[config.mk]
export PLATFORM = sky130hd
export DESIGN_NAME = id_ex_stage_reg
export DESIGN_NICKNAME = d
export VERILOG_FILES = /design/src/rtl/id_ex_stage_reg.sv
export SDC_FILE = /design/constraint.sdc
export NUM_CORES = 1
export LEC_CHECK = 0
export BUFFER_PORTS_ARGS = -buffer_cell sky130_fd_sc_hd__buf_2
export CORE_AREA = 2 2 109 122
export CTS_CLUSTER_SIZE = 40
export DETAILED_ROUTE_END_ITERATION = 8
export DIE_AREA = 0 0 111 124
export PLACE_DENSITY = 0.82
export SKIP_LAST_GASP = 1
export SYNTH_ARGS = -nofsm -noshare
export SYNTH_HDL_FRONTEND = slang
export SYNTH_SLANG_ARGS = --single-unit
[constraint.sdc]
create_clock -name clk -period 1.6 [get_ports clk]
set_input_delay 0.08 -clock clk [delete_from_list [all_inputs] [get_ports clk]]
set_output_delay 0.08 -clock clk [all_outputs]
set_load 0.02 [all_outputs]
[src/rtl/id_ex_stage_reg.sv]
// ID/EX pipeline register with load-use hazard detection, back-pressure and flush.
// Optional `ID_EX_STALL_COUNT_EN` adds a free-running count of load-use stall cycles.
module id_ex_stage_reg #(
  parameter int unsigned XLEN = 32
) (
  input  logic            clk,
  input  logic            rst_n,
  input  logic            id_valid,
  output logic            id_ready,
  input  logic [XLEN-1:0] id_pc,
  input  logic [4:0]      id_rs1_addr,
  input  logic [4:0]      id_rs2_addr,
  input  logic            id_rs1_used,
  input  logic            id_rs2_used,
  input  logic [4:0]      id_rd_addr,
  input  logic            id_regf_we,
  input  logic            id_mem_read,
  input  logic [XLEN-1:0] id_rs1_data,
  input  logic [XLEN-1:0] id_rs2_data,
  input  logic            ex_ready,
  input  logic            flush,
  output logic            ex_valid,
  output logic [XLEN-1:0] ex_pc,
  output logic [4:0]      ex_rs1_addr,
  output logic [4:0]      ex_rs2_addr,
  output logic [4:0]      ex_rd_addr,
  output logic            ex_regf_we,
  output logic            ex_mem_read,
  output logic [XLEN-1:0] ex_rs1_data,
  output logic [XLEN-1:0] ex_rs2_data,
  output logic            load_use_stall
`ifdef ID_EX_STALL_COUNT_EN
  ,
  output logic [31:0]     stall_count
`endif
);

  logic rs1_hit, rs2_hit, hz;
  logic load_bubble, capture;

  logic            valid_q, regf_we_q, mem_read_q;
  logic [XLEN-1:0] pc_q, rs1_data_q, rs2_data_q;
  logic [4:0]      rs1_addr_q, rs2_addr_q, rd_addr_q;

  // A bubble clears mem_read, so it can never create a hazard of its own.
  assign rs1_hit = id_rs1_used & (id_rs1_addr == rd_addr_q);
  assign rs2_hit = id_rs2_used & (id_rs2_addr == rd_addr_q);
  assign hz      = valid_q & mem_read_q & (rd_addr_q != 5'd0) & id_valid & (rs1_hit | rs2_hit);

  assign load_use_stall = hz;
  assign id_ready       = ex_ready & ~hz;

  always_comb begin
    load_bubble = 1'b0;
    capture     = 1'b0;
    if (flush) begin
      load_bubble = 1'b1;
    end else if (ex_ready) begin
      if (hz || !id_valid) begin
        load_bubble = 1'b1;
      end else begin
        capture = 1'b1;
      end
    end
  end

  always_ff @(posedge clk or negedge rst_n) begin
    if (!rst_n) begin
      valid_q    <= 1'b0;
      pc_q       <= '0;
      rs1_addr_q <= 5'd0;
      rs2_addr_q <= 5'd0;
      rd_addr_q  <= 5'd0;
      regf_we_q  <= 1'b0;
      mem_read_q <= 1'b0;
      rs1_data_q <= '0;
      rs2_data_q <= '0;
    end else if (load_bubble) begin
      valid_q    <= 1'b0;
      pc_q       <= '0;
      rs1_addr_q <= 5'd0;
      rs2_addr_q <= 5'd0;
      rd_addr_q  <= 5'd0;
      regf_we_q  <= 1'b0;
      mem_read_q <= 1'b0;
      rs1_data_q <= '0;
      rs2_data_q <= '0;
    end else if (capture) begin
      valid_q    <= 1'b1;
      pc_q       <= id_pc;
      rs1_addr_q <= id_rs1_addr;
      rs2_addr_q <= id_rs2_addr;
      rd_addr_q  <= id_rd_addr;
      regf_we_q  <= id_regf_we;
      mem_read_q <= id_mem_read;
      rs1_data_q <= id_rs1_data;
      rs2_data_q <= id_rs2_data;
    end
  end

  assign ex_valid    = valid_q;
  assign ex_pc       = pc_q;
  assign ex_rs1_addr = rs1_addr_q;
  assign ex_rs2_addr = rs2_addr_q;
  assign ex_rd_addr  = rd_addr_q;
  assign ex_regf_we  = regf_we_q;
  assign ex_mem_read = mem_read_q;
  assign ex_rs1_data = rs1_data_q;
  assign ex_rs2_data = rs2_data_q;

`ifdef ID_EX_STALL_COUNT_EN
  logic [31:0] stall_count_q;

  // Counts only stalls that actually insert a bubble; wraps naturally.
  always_ff @(posedge clk or negedge rst_n) begin
    if (!rst_n) begin
      stall_count_q <= 32'd0;
    end else if (hz && ex_ready && !flush) begin
      stall_count_q <= stall_count_q + 32'd1;
    end
  end

  assign stall_count = stall_count_q;
`endif

endmodule

==> results of run 1 <==
## cells in the mapped netlist
master	number
xnor2_1	10
buf_1	5
nand4_1	2
and2_1	1
buf_2	8
a32oi_1	113
o21ai_0	91
nand2_1	116
dfrtp_1	114
nor2_1	2
a22oi_1	1
o22ai_1	1
clkbuf_1	42
o21ai_1	23
o2111ai_2	1
or2_2	1
buf_6	6
a21boi_1	1
or4_1	1
inv_2	1
## state kept, by name, summed over array words and instances (netlist names)
| name | flops |
|---|---|
| ex_mem_read | 1 |
| ex_pc | 32 |
| ex_rd_addr | 5 |
| ex_regf_we | 1 |
| ex_rs1_addr | 5 |
| ex_rs1_data | 32 |
| ex_rs2_addr | 5 |
| ex_rs2_data | 32 |
| ex_valid | 1 |
## path summary, 6_finish.rpt
path / from / cells past startpoint / end / slack (ps)
setup / recovery: ex_rd_addr[2] / 6 / ex_rs2_data[13] / -490
hold / removal: flush / 3 / ex_valid / 40
max in group asynchronous: rst_n / 3 / ex_rs1_data[16] / 860
min in group asynchronous: rst_n / 2 / ex_rs2_data[2] / 130
hold reg to reg: ex_pc[17] / 2 / ex_pc[17] / 490
setup reg to reg: ex_rd_addr[2] / 6 / ex_rs2_data[13] / -490
## worst max-delay path, stage by stage, from the launching register on
cell	delay [ps]
dfrtp_2	400
or4_4	540
o2111ai_4	220
buf_4	230
bufbuf_16	350
a32oi_1	130
o21ai_0	120
## timing repair
action / 4_1_cts / 5_1_grt
resized for setup: 8 / 9
pin swaps: 4 / 3
endpoints found under the setup margin: 116 / 116
setup buffers: 4 / 1
hold endpoints to repair: 227 / 0
hold buffers: 114 / 0
cloned: 2 / 0
## layout make-up
cell class | instances | area, sq um
Clock inverter | 11 | 183
Sequential cell | 114 | 2860
Multi-Input combinational cell | 364 | 2250
Fill cell | 821 | 3590
Tap cell | 157 | 196
Inverter | 1 | 6.26
Clock buffer | 20 | 467
Timing Repair Buffer | 388 | 2880
## metal layers
layer  vias to the layer above  part of all wire, %
li1                       2750                    -
met1                      2944                   40
met2                       353                   50
met3                        45                  7.1
met4                         0                  2.7
met5                         -                    0
## power breakdown
part           switching [mW]  total, mW  internal [mW]
logic                   0.882       1.57          0.692
registers               0.127       3.22           3.09
clock network            1.29       4.15           2.86
## cells by family (layout without fill, tap and decap cells)
group / after synthesis / after routing / synth area share (%)
AOI/OAI and AO/OA: 231 / 231 / 30.1
xor gates and xnor gates: 10 / 10 / 1.65
buffers and inverters: 62 / 420 / 5.43
DFF: 114 / 114 / 53.8
and+or+nand+nor: 123 / 123 / 8.97
## per-stage QoR
| step | setup TNS (ps) | std cells |
|---|---|---|
| 5_1_grt | -52330 | 1055 |
| 4_1_cts | -40350 | 1054 |
| 3_5_place_dp | -33200 | 903 |
| 2_1_floorplan | -23990 | 540 |
| 3_3_place_gp | -28220 | 903 |
| 6_report | -41030 | 1055 |
==> impl_metrics.tcl, run 1 <==
set metrics [dict create \
    outcome "finished with violations" \
    violations "setup timing" \
    clock_skew_ps 6.90 \
    power.total_mw 8.95 \
    drtAntennaViolNets 0 \
    cp.arrival_ps 2400 \
    cap_violations 0 \
    area_growth_pct 66.8 \
    synthTopCellsByArea "dfrtp_1, a32oi_1, o21ai_0" \
    setup_viol 116 \
    grt_pass1_vias 6050 \
    use_met1_pct 34.8 \
    min_period_over_period_pct 131 \
    post-dp-hpwl_microns 10400 \
    overflow 0 \
    drt_iter0_markers 693 \
    gr-max-usage-layer "met2" \
    root_buffer "clkbuf_16" \
    synth_cells 540 \
    synth_top_area_cell "dfrtp_1" \
    rsz0062_at_grt "true" \
    critical_path_required_ps 1900 \
    final_nets 1006 \
    placed_area_sq_um 6870 \
    wirelength_microns 19400 \
    ys_warn_count 0 \
    crit_type "register to register" \
    num_antenna_cells 0 \
    synth_area_per_cell_sq_um 9.81 \
    setup_ws_ps -491 \
    clock-sinks 114 \
    vias 6092 \
    clock_latency_ps 400 \
    place.gp.congestion 0.778 \
    grt_pass1_wl_microns 30700 \
    port_buffers 235 \
    utilization_pct 71.1 \
    critPathCaptureType "register" \
    ys_ff_latch 114 \
    die-area_sq_um 13800 \
    wl_per_cell_microns 18.4 \
    die_w_microns 111 \
    hold_viol_final 0 \
    use_met2_pct 46.3 \
    clk_pin_slew_worst_paths_ps 50 \
    worst_setup_path_start_kind "register" \
    synth_top_area_share_pct 53.8 \
    slew_violations 0 \
    syn_nets 660 \
    grt_usage_pct 28.0 \
    synthesis.area_sq_um 5300 \
    final_common_cell "buf_2" \
    drcViolationCount 0 \
    met3_usage_pct 7.10 \
    dieHeight_microns 124 \
    cts_tree "built" \
    htree_levels 4 \
    critPathMaxFanout 29 \
    design.core.area_sq_um 12400 \
    row_count 43 \
    ys_types 20 \
    vdd_drop_max_mv 0.783 \
    fmax_ghz 0.478 \
    vias_per_cell 5.77 \
    initial_core_util_pct 42.6 \
    timing.hold.ws_ps 36.9 \
    pre_cts_slack_ps -336 \
    total_leakage_power_nw 4.15 \
    power_density_nw_per_um2 1010 \
    final.min_clock_period_ps 2090 \
    layout-drive-gt1-share_pct 35.7 \
    fin_area_sq_um 8840 \
    grt_antenna_before_repair 0 \
    grt_start_max_net_pins 66 \
    cts_inserted_buffers 17 \
    slew_headroom_pct 75.9 \
    worst_slew_pin_slew_ps 362 \
    mostFrequentLayoutCells "buf_2, nand2_1, dlygate4sd3_1" \
    synth-seq-area-share_pct 53.8 \
    drtPass1Iterations 6 \
    hold_path_class "input pin to register" \
    ioPinCount 236 \
    max-clock-path-buffers 2 \
]
(Power assumes the default switching activity.)
==> run 2: changes to the inputs <==
- MAX_ROUTING_LAYER: not set -> met4
==> impl_metrics.tcl, run 2 (synthesis results as in run 1) <==
set metrics [dict create \
    outcome "finished with violations" \
    violations "setup timing" \
    cts_inserted_buffers 17 \
    slew_headroom_pct 75.9 \
    root_buffer "clkbuf_16" \
    clock_latency_ps 400 \
    worst_slew_pin_slew_ps 362 \
    critical_path_required_ps 1520 \
    critical_path.top_delay_family "buffers and inverters" \
    die-area_sq_um 13800 \
    cts_tree "built" \
    min_period_over_period_pct 131 \
    drtPass1Iterations 7 \
    drcViolationCount 0 \
    wirelength_microns 19500 \
    vias_per_cell 5.83 \
    die_w_microns 111 \
    cp_num_buf_inv 4 \
    mostFrequentLayoutCells "buf_2, nand2_1, dlygate4sd3_1" \
    rrSetupSlack_ps -490 \
    crit_top_cell "buf_6" \
    drt_iter0_markers 702 \
    grt_pass1_vias 6046 \
    cp.arrival_ps 2010 \
    grt_usage_pct 28.8 \
    ioPinCount 236 \
    post-dp-hpwl_microns 10400 \
    initial_core_util_pct 42.6 \
    final.setup.tns_ps -40780 \
    worst_setup_path_start_kind "register" \
    drtAntennaViolNets 0 \
    fmax_ghz 0.478 \
    final_common_cell "buf_2" \
    slew_violations 0 \
    setup_ws_ps -491 \
    hold_viol_final 0 \
    crit_type "register to primary output" \
    critPathCaptureType "primary output" \
    critPathMaxFanout 4 \
    htree_levels 4 \
    dieHeight_microns 124 \
    grt_start_max_net_pins 66 \
    port_buffers 235 \
    setup_viol 116 \
    place.gp.congestion 0.789 \
    num_antenna_cells 0 \
    vdd_drop_max_mv 0.783 \
    max_stage_delay_ps 400 \
    total_leakage_power_nw 4.17 \
    cp_cell_sequence "buf_4, buf_6, xnor2_2, nand4_1, o22ai_4, buf_12, and2_4, buf_6" \
    hold_path_class "input pin to register" \
    clock-sinks 114 \
    wl_per_cell_microns 18.4 \
    vias 6173 \
    utilization_pct 71.6 \
    final.min_clock_period_ps 2090 \
    grt_antenna_before_repair 0 \
    fill_cells 811 \
    layout-drive-gt1-share_pct 36.0 \
    rsz0062_at_grt "true" \
    clk_pin_slew_worst_paths_ps 50 \
    design.core.area_sq_um 12400 \
    overflow 0 \
    power_density_nw_per_um2 1010 \
    row_count 43 \
    area_growth_pct 68.0 \
    final_nets 1009 \
    max-clock-path-buffers 2 \
    slowest_stage "dfrtp_2" \
    grt_pass1_wl_microns 30700 \
    cap_violations 0 \
    clock_skew_ps 7.29 \
]
run 2: changes by cell type in the layout (fill, tap and decap cells not counted):
cell and delta:
buf_12 +1, buf_4 -2, buf_6 +4, o21ai_0 -1
o21ai_1 +1, xnor2_2 -1, xnor2_4 +1
run 2: cell type report:
cell class              instances  area, sq um  share of cell area, %
clock buffers                  20          467                   5.24
well taps                     157          196                   2.21
flip-flops and latches        114         2860                   32.1
inverters                       1         6.26                 0.0703
multi-input cells             364         2270                   25.4
repair buffers                391         2930                   32.9
clock inverters                11          183                   2.05
run 2: repair_timing:
| item | 4_1_cts | 5_1_grt |
|---|---|---|
| pin swaps | 4 | 4 |
| endpoints found under the setup margin | 116 | 116 |
| gates cloned | 2 | 0 |
| hold endpoints to repair | 227 | 0 |
| hold buffers | 114 | 0 |
| buffers inserted | 4 | 5 |
| resized for setup | 8 | 18 |
run 2: metrics by stage:
step                worst slack [ps]  cells  power [mW]  hold WS, ps  cell area [sq um]
finish                          -491   1058        8.97         41.0               8900
global route                    -583   1058        9.32         36.0               8900
CTS                             -481   1054        8.94         21.1               8790
detailed placement              -336    903        4.53         19.2               6870
global placement                -278    903        4.51         18.4               6870
floorplan                       -315    540        3.88         -216               5330
run 2: power breakdown:
group | total, mW | internal, mW | leakage [nW] | switching [mW]
sequential | 3.22 | 3.09 | 1.52 | 0.128
clock | 4.16 | 2.86 | 0.321 | 1.30
combinational | 1.60 | 0.708 | 2.33 | 0.887
run 2: worst register-to-register path, stage by stage (launching register included):
cell and delay [ps]:
dfrtp_2 400, or4_4 540, o2111ai_4 220, buf_4 220, bufbuf_16 360, a32oi_1 140
o21ai_0 110
run 2: layer usage:
metal	up-vias	global-route usage, %	share of wire, %
met5	-	-	0
met4	0	13.7	2.9
met3	52	5.89	7.4
met2	389	46.3	50
met1	2972	35.5	39
li1	2760	-	-
run 2: worst paths after layout:
kind | start | to | cells past startpoint
max reg2reg | ex_rd_addr[2] | ex_rd_addr[1] | 6
max in group asynchronous | rst_n | ex_rs1_data[17] | 3
min | flush | ex_valid | 3
min reg2reg | ex_pc[17] | ex_pc[17] | 2
max | ex_rd_addr[2] | load_use_stall | 8
min in group asynchronous | rst_n | ex_rs2_data[4] | 2
